**config.mk**
```make
export PLATFORM = sky130hd
export DESIGN_NAME = gray_display_ctrl
export DESIGN_NICKNAME = d
export VERILOG_FILES = /design/src/rtl/gray_display_ctrl.sv
export SDC_FILE = /design/constraint.sdc
export NUM_CORES = 1
export LEC_CHECK = 0
export ABC_AREA = 1
export BUFFER_PORTS_ARGS = -buffer_cell sky130_fd_sc_hd__buf_4
export CAP_MARGIN = 5
export CORE_ASPECT_RATIO = 0.7
export CORE_UTILIZATION = 63
export DETAILED_ROUTE_END_ITERATION = 8
export PLACE_DENSITY = 0.94
export SLEW_MARGIN = 15
export SYNTH_ARGS = -nofsm -noshare
export SYNTH_HDL_FRONTEND = slang
export SYNTH_SLANG_ARGS = --single-unit
```
**constraint.sdc**
```tcl
create_clock -name clk -period 3.1 [get_ports clk]
set_input_delay 0.62 -clock clk [delete_from_list [all_inputs] [get_ports clk]]
set_output_delay 0.62 -clock clk [all_outputs]
set_load 0.02 [all_outputs]
```
**src/rtl/gray_display_ctrl.sv**
```systemverilog
// Gray-code monitor with a 4-digit multiplexed seven-segment display.
// Decodes gray_in to binary, counts input changes, flags illegal steps.
//
// Ports:
//   clk       system clock, all state on posedge
//   rst       asynchronous active-high reset
//   gray_in   4-bit Gray code from upstream counter
//   err_clr   level-sensitive clear of step_err
//   bin_out   registered binary of the sampled Gray code
//   step_err  sticky illegal-transition flag
//   step_cnt  8-bit wrapping count of input changes
//   an        active-low one-hot digit enable
//   seg       active-low segments {g,f,e,d,c,b,a}
module gray_display_ctrl #(
  parameter int unsigned REFRESH_DIV = 100_000
) (
  input  logic       clk,
  input  logic       rst,
  input  logic [3:0] gray_in,
  input  logic       err_clr,
  output logic [3:0] bin_out,
  output logic       step_err,
  output logic [7:0] step_cnt,
  output logic [3:0] an,
  output logic [6:0] seg
);

  localparam int unsigned CW =
    (REFRESH_DIV > 1) ? $clog2(REFRESH_DIV) : 1;
  localparam logic [CW-1:0] TERM = CW'(REFRESH_DIV - 1);
  localparam logic [6:0] BLANK = 7'b1111111;

  logic [3:0]    g_q;
  logic [3:0]    g_prev;
  logic [3:0]    bin_c;
  logic [3:0]    diff;
  logic          change;
  logic          legal;
  logic          bad_step;
  logic [CW-1:0] ref_cnt;
  logic [1:0]    idx;
  logic [3:0]    ones;
  logic          tens;
  logic [6:0]    seg_c;

  function automatic logic [6:0] hex7(input logic [3:0] v);
    logic [6:0] s;
    case (v)
      4'h0: s = 7'b1000000;
      4'h1: s = 7'b1111001;
      4'h2: s = 7'b0100100;
      4'h3: s = 7'b0110000;
      4'h4: s = 7'b0011001;
      4'h5: s = 7'b0010010;
      4'h6: s = 7'b0000010;
      4'h7: s = 7'b1111000;
      4'h8: s = 7'b0000000;
      4'h9: s = 7'b0010000;
      4'hA: s = 7'b0001000;
      4'hB: s = 7'b0000011;
      4'hC: s = 7'b1000110;
      4'hD: s = 7'b0100001;
      4'hE: s = 7'b0000110;
      default: s = 7'b0001110;
    endcase
    return s;
  endfunction

  always_comb begin
    bin_c[3] = g_q[3];
    bin_c[2] = bin_c[3] ^ g_q[2];
    bin_c[1] = bin_c[2] ^ g_q[1];
    bin_c[0] = bin_c[1] ^ g_q[0];
  end

  // One-bit difference is legal; a drop to zero is the
  // upstream counter restarting and is also accepted.
  assign diff     = g_q ^ g_prev;
  assign change   = (diff != 4'd0);
  assign legal    = ((diff & (diff - 4'd1)) == 4'd0)
                    || (g_q == 4'd0);
  assign bad_step = change && !legal;

  always_ff @(posedge clk or posedge rst) begin
    if (rst) begin
      g_q      <= '0;
      g_prev   <= '0;
      bin_out  <= '0;
      step_cnt <= '0;
      step_err <= 1'b0;
    end else begin
      g_q     <= gray_in;
      g_prev  <= g_q;
      bin_out <= bin_c;
      if (change)
        step_cnt <= step_cnt + 8'd1;
      // Set has priority over a coincident clear.
      if (bad_step)
        step_err <= 1'b1;
      else if (err_clr)
        step_err <= 1'b0;
    end
  end

  always_ff @(posedge clk or posedge rst) begin
    if (rst) begin
      ref_cnt <= '0;
      idx     <= 2'd0;
    end else if (ref_cnt == TERM) begin
      ref_cnt <= '0;
      idx     <= idx + 2'd1;
    end else begin
      ref_cnt <= ref_cnt + 1'b1;
    end
  end

  assign tens = (bin_out >= 4'd10);
  assign ones = tens ? (bin_out - 4'd10) : bin_out;

  always_comb begin
    seg_c = BLANK;
    case (idx)
      2'd0: seg_c = hex7(ones);
      2'd1: seg_c = tens ? hex7(4'h1) : BLANK;
      2'd2: seg_c = hex7(g_q);
      default: seg_c = step_err ? hex7(4'hE) : BLANK;
    endcase
  end

  always_ff @(posedge clk or posedge rst) begin
    if (rst) begin
      an  <= 4'b1110;
      seg <= BLANK;
    end else begin
      an  <= ~(4'b0001 << idx);
      seg <= seg_c;
    end
  end

endmodule

```
## Word level (Yosys, flattened, before mapping)

Memory sizes are Yosys's and may differ from the RTL's.
Index checks and enable logic that the tools add are counted.

- Bits in registers: 51
- Bits in latches: 0
- RAM bits: 0
- Bits in read-only memories: 224
- Logic and storage cells: 42
- Memories kept: 2

- $add $sub $neg: 5
- Multipliers: 0
- Divide/modulo/power cells: 0
- Magnitude comparators: 1
- Equality and inequality tests: 3
- Shift-type cells: 1
- Muxes and demuxes: 7
- Bitwise logic cells: 6
- Reductions and logical operators: 8

Memories:

| memory | words | width | read ports | clocked after Yosys merged registers in | write ports | line | RTL |
|---|---|---|---|---|---|---|---|
| (no name shown) | 16 | 7 | 1 | 0 | 0 | 48 | `case (v)` |
| (no name shown) | 16 | 7 | 1 | 0 | 0 | 48 |  |

Operator list:

| operator | count |
|---|---|
| $pmux W7 S3 | 1 |
| $add A17 B1 Y17 const B | 1 |
| $eq A17 B17 Y1 const B | 1 |
| $mux W17 | 1 |
| $add A8 B1 Y8 const B | 1 |
| $logic_not A4 Y1 | 2 |
| $mux W7 | 1 |
| $and A4 B4 Y4 | 1 |
| $ge A4 B4 Y1 const B | 1 |
| $mux W4 | 1 |
| $not A4 Y4 | 1 |
| $reduce_bool A4 Y1 | 1 |
| $shl A1 B2 Y4 const A | 1 |
| $sub A4 B1 Y4 const B | 1 |
| $sub A4 B4 Y4 const B | 1 |
| $xor A4 B4 Y4 | 1 |
| $mux W3 | 1 |
| $xor A1 B1 Y1 | 3 |
| $add A2 B1 Y2 const B | 1 |
| $eq A2 B1 Y1 const B | 1 |
| $eq A2 B2 Y1 const B | 1 |
| $logic_not A2 Y1 | 1 |
| $mux W1 | 2 |
| $reduce_bool A2 Y1 | 1 |
| other kinds (3) | 3 |

## Depth between registers and ports, before layout

- Depth in word-level cells: 8
- Gate-level depth with buffers: 13
- Depth with buffers taken out: 13

## Worst setup path after synthesis

Ideal clock, no wire load.

- Kind: register -> register
- From: reg bin_out[1]
- To: reg seg[3]
- Setup time: 79 ps
- Data arrival time: 1563 ps
- Required time: 3021 ps
- Slack: 1458 ps
- Cell stages (with the launch flop): 13
- Path buffers: 0
- Clock period less this slack: 1642 ps
- Cells stage by stage: dfrtp_1 > inv_1 > nand2_1 > nand2_1 > inv_1 > ha_1 > nand3b_1 > nand3_1 > nand2_1 > nand2_1 > nand2_1 > nand2_1 > nand2_1

- Word-level cells in the longest chain between the ends: 4
- Elaborated cells between the ends (all ways): 5
- Classes of those cells: 1 x add/sub; 1 x order compare; 2 x mux; 1 x memory

RTL lines:

| element | line | RTL |
|---|---|---|
| from (decl) | 21 | `output logic [3:0] bin_out,` |
| from (signal assigned) | 94 | `bin_out <= bin_c;` |
| $sub A4 B4 Y4 or $ge A4 B4 Y1 (tied branches) | 118, 117 |  |
| $mux W4 (*) | 118 | `assign ones = tens ? (bin_out - 4'd10) : bin_out;` |
| $mem_v2 Z16 W7 (*) | n/a |  |
| $pmux W7 S3 (*) | 122 | `case (idx)` |
| named net seg_c[3] | 44 | `logic [6:0] seg_c;` |
| to (signal assigned) | 136 | `seg <= seg_c;` |
| to (decl) | 25 | `output logic [6:0] seg` |

The timed path passes the listed nets; every way through them passes the cells marked *.
A chain may end at the register's enable or synchronous reset.

## Worst setup path in the final report

- From: reg bin_out[3]
- To: reg seg[3]

Same word-level chain as after synthesis.

==> results.yml <==
status:
  outcome: "finished clean"
place:
  dp_hpwl_um: 4340
  dpl.cell_count: 419
  post_dp_cell_area_um2: 3130
  gp_congestion: 0.895
  place_ws_ns: 1.30
  port_buffers: 30
sta:
  tightest_slew_ns: 0.976
  setup_ws_ns: 1.26
  min_period_over_period: 0.592
  clock_skew_ns: 0.00623
  setup_viol: 0
  finalSetupTns_ns: 0
  rsz0062_at_grt: "false"
  max_slew_margin: 0.349
  period_minus_slack_ns: 1.84
  holdWs_ns: 0.423
  finalHoldViolCount: 0
  timing.fmax_mhz: 545
  finalMaxSlewViolations: 0
synthesis:
  synth_cell_types: 33
  synth_area_leaders: "dfrtp_1, nand2_1, dfstp_2"
  synthFlopType: "dfrtp_1"
  synth-edff-count: 0
  synth_fa_ha_area_frac: 0.0829
  synth_xor_area_frac: 0.0698
  ys_seq_area_frac: 0.441
  async_flop_share: 1.00
  synth_top_family_by_area: "simple AND/OR/NAND/NOR gates"
  yosys_warnings: 0
  synthMuxAreaShare: 0
  synthTopCellsByCount: "nand2_1, inv_1, dfrtp_1"
  synth_area_um2: 2870
  ys_ff_latch: 50
  yosysTopAreaCell: "dfrtp_1"
  yosys.cell_count.top_type: "nand2_1"
  synth-compound-area-share: 0.0572
  synthCells: 338
  synth_area_per_cell_um2: 8.48
  yosysTopAreaCellShare: 0.349
  yosys.area_share.simple: 0.265
  syn_nets: 364
cts:
  cts_buffers: 5
  clockRootBuffer: "clkbuf_8"
  hold_buffers: 0
  postCtsSetupBuffers: 0
  clk_latency_ns: 0.30
  cts_tree: "built"
  htree_levels: 2
  numClockSinks: 50
  cts.repair.resized: 0
  clock_path_buffers: 2
  cts.reportedPaths.clkPinSlew_ns: 0.08
setup_path:
  cp_max_fo: 7
  crit_family: "simple AND/OR/NAND/NOR gates"
  critical_path.slowest_cell: "dfrtp_1"
  path_buf_inv: 1
  max_stage_delay_ns: 0.47
  crit_chain: "nand2_1, nand2_1, nand2_1, inv_1, ha_1, nand3b_1, nand3_1, nand2_1, nand2_1, nand2_1, nand2_1, nand2_1"
  crit_type: "flip-flop to flip-flop"
  crit_top_cell: "nand2_1"
  worstPathArrival_ns: 2.06
  worstPathRequired_ns: 3.33
  crit_path_end_kind: "flip-flop"
  critPathLaunchType: "flip-flop"
floorplan:
  rows: 20
  die_x_um: 82.6
  die_area_um2: 4830
  die_h_um: 58.4
  core_area_um2: 4350
  start_util: 0.658
  io_pins: 31
detailed_routing:
  route.detailed.drc: 0
  drt_iter0_drc: 173
  wire_per_inst_um: 13.1
  detail-route-antenna-nets: 0
  wirelength_um: 5580
  via_per_inst: 5.30
  drtPass1Iterations: 5
  vias: 2256
power_and_ir_drop:
  power.density_nw_per_um2: 556
  p_total_mw: 1.78
  power_frac_comb: 0.332
  p_int_mw: 1.15
  pwr-share-seq: 0.473
  clkPwrFrac: 0.195
  ir_drop_uv: 326
  power_leakage_nw: 1.68
  p_switching_mw: 0.633
  swShare: 0.355
global_route:
  antenna_found_initial: 0
  globalRoute.totalOverflow: 0
  grt_pass1_wl_um: 9180
  grt_max_degree: 51
  grt_usage: 0.256
  first_global_vias: 2067
min_path:
  hold_path_class: "input pin to flip-flop"
run:
  max_cap_viol_count: 0
finish:
  drive_above_1_share: 0.194
  post-route-util: 0.736
  final_nets: 397
  n_antenna_cell: 0
  finalInstanceArea_um2: 3210
  syn_to_final_growth_pct: 11.9
  instances_no_fill: 426
-- placed cells by master, fill, tap and decap left out, drive strengths merged, types with 10 or more instances in the layout --
master and n:
nand2 90, inv 56, dfrtp 40, buf 30
nor2 25, nand3 23, ha 19, xor2 15
o21ai 13, a21oi 10, dfstp 10
-- layout make-up --
type,instances,area (µm²)
Clock buffer,7,76.3
Fill cell,326,1150
Inverter,56,210
Multi-Input combinational cell,228,1360
Sequential cell,50,1260
Tap cell,55,68.8
Timing Repair Buffer,30,225
-- power groups by stage --
stage	sequential, mW	clock, mW	combinational [mW]
global route	0.857	0.391	0.657
finish	0.843	0.348	0.593
floorplan	0.945	0	0.286
global placement	0.849	0	0.565
CTS	0.843	0.362	0.594
detailed placement	0.855	0	0.592
-- metal layers --
| metal | vias to the layer above | GRT usage | part of all wire |
|---|---|---|---|
| met4 | 0 | 0.0714 | 0.0099 |
| met5 | - | 0 | 0 |
| met1 | 1021 | 0.357 | 0.47 |
| met3 | 9 | 0.0667 | 0.067 |
| met2 | 98 | 0.397 | 0.45 |
| li1 | 1128 | - | - |
-- path summary, 6_finish.rpt --
| kind | from | to | slack, ns | depth (start not counted) |
|---|---|---|---|---|
| max | bin_out[3]$_DFF_PP0_ | seg[3]$_DFF_PP1_ | 1.26 | 12 |
| min | gray_in[2] | g_q[2]$_DFF_PP0_ | 0.42 | 1 |
| max reg2reg | bin_out[3]$_DFF_PP0_ | seg[3]$_DFF_PP1_ | 1.26 | 12 |
| min reg2reg | ref_cnt[0]$_DFF_PP0_ | ref_cnt[0]$_DFF_PP0_ | 0.48 | 1 |
| max in group asynchronous | rst | bin_out[3]$_DFF_PP0_ | 1.95 | 2 |
| min in group asynchronous | rst | ref_cnt[11]$_DFF_PP0_ | 0.55 | 2 |
-- cell families after synthesis --
logic type	count (synthesis)
AND/OR/NAND/NOR	157
flip-flops	50
adder cells (fa/ha/maj)	19
XOR/XNOR	22
buffers and inverters	60
AO/OA/AOI/OAI	30
-- flip-flops by register name, indices dropped and copies added (netlist names) --
name	flops
an	4
bin_out	4
g_prev	3
g_q	4
idx	2
ref_cnt	17
seg	7
step_cnt	8
step_err	1
Note: power is estimated with default switching activity, not from simulation.
